===== config.mk =====
export PLATFORM = sky130hd
export DESIGN_NAME = rtype_issuer
export DESIGN_NICKNAME = d
export VERILOG_FILES = /design/src/rtl/mips32_pkg.sv /design/src/rtl/instr_fifo.sv /design/src/rtl/rtype_issuer.sv
export SDC_FILE = /design/constraint.sdc
export NUM_CORES = 1
export LEC_CHECK = 0
export CAP_MARGIN = 20
export CORE_AREA = 2 2 112 92
export CTS_CLUSTER_DIAMETER = 60
export DETAILED_ROUTE_END_ITERATION = 8
export DIE_AREA = 0 0 114 94
export DONT_BUFFER_PORTS = 1
export PLACE_DENSITY = 0.6
export SLEW_MARGIN = 20
export SYNTH_ARGS = -nofsm -noshare
export SYNTH_HDL_FRONTEND = slang
export SYNTH_SLANG_ARGS = --single-unit

===== constraint.sdc =====
create_clock -name clk -period 6.3 [get_ports clk]
set_input_delay 0.315 -clock clk [delete_from_list [all_inputs] [get_ports clk]]
set_output_delay 0.315 -clock clk [all_outputs]
set_load 0.01 [all_outputs]

===== src/rtl/mips32_pkg.sv =====
// Shared MIPS32 R-type definitions: instruction field positions, funct and ALU
// codes, the issuer state encoding, and the combinational R-type decoder.
package mips32_pkg;

  localparam int OPCODE_HI = 31;
  localparam int OPCODE_LO = 26;
  localparam int RS_HI     = 25;
  localparam int RS_LO     = 21;
  localparam int RT_HI     = 20;
  localparam int RT_LO     = 16;
  localparam int RD_HI     = 15;
  localparam int RD_LO     = 11;
  localparam int FUNCT_HI  = 5;
  localparam int FUNCT_LO  = 0;

  localparam logic [5:0] FUNCT_ADD  = 6'h20;
  localparam logic [5:0] FUNCT_ADDU = 6'h21;
  localparam logic [5:0] FUNCT_SUB  = 6'h22;
  localparam logic [5:0] FUNCT_SUBU = 6'h23;
  localparam logic [5:0] FUNCT_AND  = 6'h24;
  localparam logic [5:0] FUNCT_OR   = 6'h25;
  localparam logic [5:0] FUNCT_NOR  = 6'h27;
  localparam logic [5:0] FUNCT_SLT  = 6'h2A;

  localparam logic [3:0] ALU_AND = 4'h0;
  localparam logic [3:0] ALU_OR  = 4'h1;
  localparam logic [3:0] ALU_ADD = 4'h2;
  localparam logic [3:0] ALU_SUB = 4'h6;
  localparam logic [3:0] ALU_SLT = 4'h7;
  localparam logic [3:0] ALU_NOR = 4'hC;

  typedef enum logic [1:0] {
    ST_IDLE,
    ST_DECODE,
    ST_EXEC,
    ST_COMMIT
  } issuer_state_t;

  typedef struct packed {
    logic       legal;
    logic [4:0] rs;
    logic [4:0] rt;
    logic [4:0] rd;
    logic [3:0] func;
  } decoded_t;

  // shamt is deliberately ignored; only opcode and funct decide legality.
  function automatic decoded_t decode_rtype(input logic [31:0] word);
    decoded_t d;
    d.rs    = word[RS_HI:RS_LO];
    d.rt    = word[RT_HI:RT_LO];
    d.rd    = word[RD_HI:RD_LO];
    d.legal = (word[OPCODE_HI:OPCODE_LO] == 6'd0);
    d.func  = ALU_AND;
    case (word[FUNCT_HI:FUNCT_LO])
      FUNCT_ADD, FUNCT_ADDU: d.func = ALU_ADD;
      FUNCT_SUB, FUNCT_SUBU: d.func = ALU_SUB;
      FUNCT_AND:             d.func = ALU_AND;
      FUNCT_OR:              d.func = ALU_OR;
      FUNCT_NOR:             d.func = ALU_NOR;
      FUNCT_SLT:             d.func = ALU_SLT;
      default:               d.legal = 1'b0;
    endcase
    return d;
  endfunction

endpackage


===== src/rtl/instr_fifo.sv =====
// Small power-of-two instruction FIFO with occupancy counter and full/empty
// flags derived only from registered state.
module instr_fifo #(
  parameter int DEPTH = 2,
  parameter int WIDTH = 32
) (
  input  logic                     clk,
  input  logic                     rst,
  input  logic                     push,
  input  logic                     pop,
  input  logic [WIDTH-1:0]         wdata,
  output logic [WIDTH-1:0]         rdata,
  output logic                     full,
  output logic                     empty,
  output logic [$clog2(DEPTH):0]   count
);

  localparam int PW    = $clog2(DEPTH);
  localparam int OCC_W = PW + 1;

  logic [WIDTH-1:0] mem [DEPTH];
  logic [PW-1:0]    wr_ptr;
  logic [PW-1:0]    rd_ptr;
  logic [OCC_W-1:0] occ;
  logic             do_push;
  logic             do_pop;

  assign do_push = push && !full;
  assign do_pop  = pop && !empty;
  assign full    = (occ == OCC_W'(DEPTH));
  assign empty   = (occ == '0);
  assign count   = occ;
  assign rdata   = mem[rd_ptr];

  // Pointers are exactly log2(DEPTH) bits, so incrementing wraps modulo DEPTH.
  always_ff @(posedge clk or posedge rst) begin
    if (rst) begin
      wr_ptr <= '0;
      rd_ptr <= '0;
      occ    <= '0;
    end else begin
      if (do_push) wr_ptr <= wr_ptr + 1'b1;
      if (do_pop)  rd_ptr <= rd_ptr + 1'b1;
      case ({do_push, do_pop})
        2'b10:   occ <= occ + 1'b1;
        2'b01:   occ <= occ - 1'b1;
        default: occ <= occ;
      endcase
    end
  end

  always_ff @(posedge clk) begin
    if (do_push) mem[wr_ptr] <= wdata;
  end

endmodule


===== src/rtl/rtype_issuer.sv =====
// Buffers R-type instruction words and sequences the register-file/ALU
// datapath through DECODE -> EXEC -> COMMIT, counting retirements.
module rtype_issuer
  import mips32_pkg::*;
#(
  parameter int DEPTH = 2,
  parameter int CNT_W = 16
) (
  input  logic             clk,
  input  logic             rst,
  input  logic [31:0]      instr,
  input  logic             instr_valid,
  output logic             instr_ready,
  output logic [4:0]       read_address1,
  output logic [4:0]       read_address2,
  output logic [4:0]       write_address,
  output logic [3:0]       func,
  output logic             write_enable,
  input  logic             isZero,
  output logic             illegal,
  output logic             busy,
  output logic [CNT_W-1:0] retired_count,
  output logic [CNT_W-1:0] zero_count
);

  localparam int CW = $clog2(DEPTH) + 1;

  issuer_state_t state;
  issuer_state_t state_next;
  logic          fifo_pop;
  logic          fifo_full;
  logic          fifo_empty;
  logic [31:0]   fifo_head;
  logic [CW-1:0] fifo_count;
  decoded_t      dec;
  logic          take_legal;
  logic          take_illegal;

  instr_fifo #(.DEPTH(DEPTH), .WIDTH(32)) u_fifo (
    .clk   (clk),
    .rst   (rst),
    .push  (instr_valid && !fifo_full),
    .pop   (fifo_pop),
    .wdata (instr),
    .rdata (fifo_head),
    .full  (fifo_full),
    .empty (fifo_empty),
    .count (fifo_count)
  );

  assign instr_ready  = !fifo_full;
  assign busy         = !fifo_empty || (state != ST_IDLE);
  assign dec          = decode_rtype(fifo_head);
  assign take_legal   = (state == ST_DECODE) && !fifo_empty && dec.legal;
  assign take_illegal = (state == ST_DECODE) && !fifo_empty && !dec.legal;

  always_ff @(posedge clk or posedge rst) begin
    if (rst) state <= ST_IDLE;
    else     state <= state_next;
  end

  // A rejected word chains straight into another DECODE only if something
  // besides the word being popped is already waiting.
  always_comb begin
    state_next = state;
    fifo_pop   = 1'b0;
    case (state)
      ST_IDLE:   if (!fifo_empty) state_next = ST_DECODE;
      ST_DECODE: begin
        fifo_pop = !fifo_empty;
        if (fifo_empty)                state_next = ST_IDLE;
        else if (dec.legal)            state_next = ST_EXEC;
        else if (fifo_count > CW'(1))  state_next = ST_DECODE;
        else                           state_next = ST_IDLE;
      end
      ST_EXEC:   state_next = ST_COMMIT;
      ST_COMMIT: state_next = fifo_empty ? ST_IDLE : ST_DECODE;
      default:   state_next = ST_IDLE;
    endcase
  end

  // Datapath controls are registered so the ALU sees stable operands for all
  // of EXEC; the write strobe is armed from EXEC and so lands in COMMIT.
  always_ff @(posedge clk or posedge rst) begin
    if (rst) begin
      read_address1 <= '0;
      read_address2 <= '0;
      write_address <= '0;
      func          <= '0;
      write_enable  <= 1'b0;
      illegal       <= 1'b0;
      retired_count <= '0;
      zero_count    <= '0;
    end else begin
      illegal      <= take_illegal;
      write_enable <= (state == ST_EXEC) && (write_address != 5'd0);
      if (take_legal) begin
        read_address1 <= dec.rs;
        read_address2 <= dec.rt;
        write_address <= dec.rd;
        func          <= dec.func;
      end
      if (state == ST_COMMIT) begin
        if (retired_count != '1)          retired_count <= retired_count + 1'b1;
        if (isZero && zero_count != '1)   zero_count    <= zero_count + 1'b1;
      end
    end
  end

endmodule


==> metrics <==
PwrDens=between 300 and 400 mW/mm^2; Final Hold Fails=0; Seq/Total Area, Yosys=about two thirds; Synth Net Count=359; CP required=6.58 ns; die width=114 um; hpwl dp=5.422 mm; Iter 0 DRT Violations=around 130; Max stage delay cell, worst path=or4_4; Cell Chain, Critical Path=or4_1 -> nor4_2 -> a31oi_1 -> or4_4 -> mux2_4; #FFs+latches synth=113; final period utilization=36.68%; worst-skew pair later-pin latency=0.40 ns; P_int=1.675 mW; Synth Area in Compound Gates=3.135%; Critical Path End Type=flop; CTS tree=done; ANT cells=0; CP Launch Type=flop; Buffers on Ports=0; worst setup path start=u_fifo.mem[0][28]; per-cell routed wire length=roughly 17 um; mux contribution to synthesized area=between 10% and 20%; Setup CP Type=reg2reg; Worst Tran Pin Value=0.7817 ns; clk sink count=113; Final ANT Viol Nets=0; simple-gate share of the synthesized area=10.58%; first-pass GRT wire length=13.98 mm; mean post-synth cell area=about 15 sq um; slowest stage delay, CP=around 0.66 ns; Routed WL=8.500 mm; pin count of the biggest net entering global routing=60; die height=~94 um; Hold-fix buffers, CTS=27; drc violations=0; Core ar.=around 0.0095 sq mm; EDFF count, synth=54; H-tree depth=4; Max Transition Viols Final=0; Final Skew=0.009210 ns; outcome=finished clean; largest family of logic cells by synthesized area=multiplexers; layout cell share with drive strength beyond 1=17.91%; final core occ=between 50 and 60%; Synthesis Warnings=0; overall power=2.233 mW; vias=2,620; Synth Area in XOR/XNOR=approximately 5.6%; CP Max Fanout=20; worst r2r src=u_fifo.mem[0][28]; most frequent cells in the layout=59 x dfrtp_1, 54 x edfxtp_1, 27 x dlygate4sd3_1, 25 x xnor2_1, 18 x mux2_4; post-CTS sizing=0; Initial Util=about half; Final #Nets=403; Tmin final=2.311 ns; Cells after Synth=317; Post-DP Area=0.004813 sq mm; # IOs=91; peak supply drop=0.2731 mV; RSZ-0062 raised after global routing=false; most common cell after layout, fill and taps aside=dfrtp_1; Sw Pwr=between 500 and 600 uW; clk slew on worst S/H paths=~0.05 ns; Post-CTS Setup Bufs=0; DR pass1 iterations=4; total of max-cap violations=0; clk buf depth=2; Final setup viols=0; CTS buffer count=17; vias in the first global route=2,816; Vias/cell=5.314; Die ar.=0.01072 sq mm; design area=0.005662 sq mm; final setup TNS=0 ns; Sw Ratio=24.99%; library cells used by synthesis=42; initial antenna violation count=0; synthesized area=0.004669 sq mm; GRT Util Overall=17.53%; asr flop ratio synth=roughly 52%; Peak Freq=0.4327 GHz; Slew headroom=47.89%; global route overflow=0; class of the worst hold path=in2async; Lkg Pwr=between 2 and 2.5 nW; clk root buf=clkbuf_16; register share of total power=43.9%; post-synthesis adder-cell area fraction=under 10%; logic gate share of total power=14.9%; Worst EP arrival=~2.6 ns; Synth Flop Type=dfrtp_1; # rows=32; area delta synth->final=21.25%; gpl congestion=0.7762; Clock power frac=about 41%
-- kinds of logic after synthesis --
logic type / Yosys count
AND/OR/NAND/NOR: 89
flip-flops: 113
adder cells (fa/ha/maj): 7
multiplexers: 40
buffers and inverters: 15
AO/OA/AOI/OAI: 23
XOR/XNOR: 30
-- area by class of cell --
class                           count  area, sq um
Timing Repair Buffer               31        300.3
Clock buffer                       20        436.7
Sequential cell                   113         3098
Multi-Input combinational cell    189         1503
Fill cell                         781         3867
Tap cell                          119        148.9
Inverter                            9        33.78
Clock inverter                     12        141.4
-- per-stage QoR --
stage	setup WS, ns	hold WS, ns	std cells
2_1_floorplan	3.897	0.4139	317
5_1_grt	3.886	0.08356	493
3_5_place_dp	3.992	0.4139	434
3_3_place_gp	4.006	0.4140	434
4_1_cts	3.956	0.04799	493
6_report	3.989	0.03040	493
-- power by group through the flow --
stage | clock network [mW] | logic (mW) | registers [mW]
after floorplan | 0 | 0.257 | 0.971
final | 0.921 | 0.333 | 0.980
after CTS | 0.943 | 0.340 | 0.982
after global routing | 0.977 | 0.378 | 0.994
after global placement | 0 | 0.315 | 0.990
after detailed placement | 0 | 0.323 | 0.994
-- state kept, by name (all words and copies together), names as in the netlist, named ones only --
| register | count |
|---|---|
| illegal | 1 |
| write_address | 5 |
| retired_count | 16 |
| func | 4 |
| read_address1 | 5 |
| u_fifo.mem | 54 |
| u_fifo.rd_ptr | 1 |
| u_fifo.wr_ptr | 1 |
| zero_count | 16 |
| state | 1 |
| read_address2 | 5 |
| write_enable | 1 |
| u_fifo.count | 2 |
-- path summary, 6_finish.rpt --
path                                    endpoint  slack [ns]  cells past startpoint
worst min register to register   u_fifo.count[0]        0.50                      1
min in group clk                   u_fifo.wr_ptr        0.15                      2
worst max register to register  read_address1[0]        3.99                      5
worst max-delay path            read_address1[0]        3.99                      5
max in group asynchronous       write_address[0]        5.76                      2
worst min-delay path            retired_count[4]        0.03                      2
-- worst max-delay path: cells and delay by family (launching register included) --
kind / cells / cell delay [ns]
AO/OA/AOI/OAI: 1 / 0.09
multiplexers: 1 / 0.37
flip-flops: 1 / 0.37
AND/OR/NAND/NOR: 3 / 1.35
-- cells in the mapped netlist, types with 2 or more instances --
| master | instances | area, sq um |
|---|---|---|
| xnor2_1 | 25 | 219.0 |
| nand2b_1 | 4 | 25.02 |
| a21oi_1 | 9 | 45.04 |
| o21ai_0 | 2 | 10.01 |
| inv_1 | 9 | 33.78 |
| edfxtp_1 | 54 | 1622 |
| mux2i_1 | 5 | 50.05 |
| dfrtp_1 | 59 | 1476 |
| ha_1 | 6 | 75.07 |
| buf_6 | 2 | 22.52 |
| mux2_4 | 18 | 270.3 |
| and3_1 | 8 | 50.05 |
| nor2_1 | 14 | 52.55 |
| mux2_1 | 2 | 22.52 |
| and4_1 | 5 | 43.79 |
| nor3_1 | 4 | 20.02 |
| nor3b_1 | 2 | 15.01 |
| nor2b_1 | 2 | 12.51 |
| xor2_1 | 5 | 43.79 |
| a32oi_1 | 2 | 17.52 |
| nor4_1 | 2 | 12.51 |
| nand2_1 | 15 | 56.30 |
| mux2_2 | 15 | 168.9 |
| clkbuf_1 | 3 | 11.26 |
| o21a_1 | 2 | 15.01 |
| a31oi_1 | 3 | 18.77 |
| nand3_1 | 16 | 80.08 |
| nand4_1 | 10 | 62.56 |
-- per-layer routing --
| metal | wire [um] | track usage [%] | part of all wire (%) |
|---|---|---|---|
| met5 | 0 | 0 | 0 |
| met4 | 83 | 7.012 | 0.98 |
| met3 | 518 | 7.161 | 6.1 |
| met2 | 3971 | 27.23 | 47 |
| met1 | 3926 | 21.94 | 46 |
(Power assumes the default switching activity.)
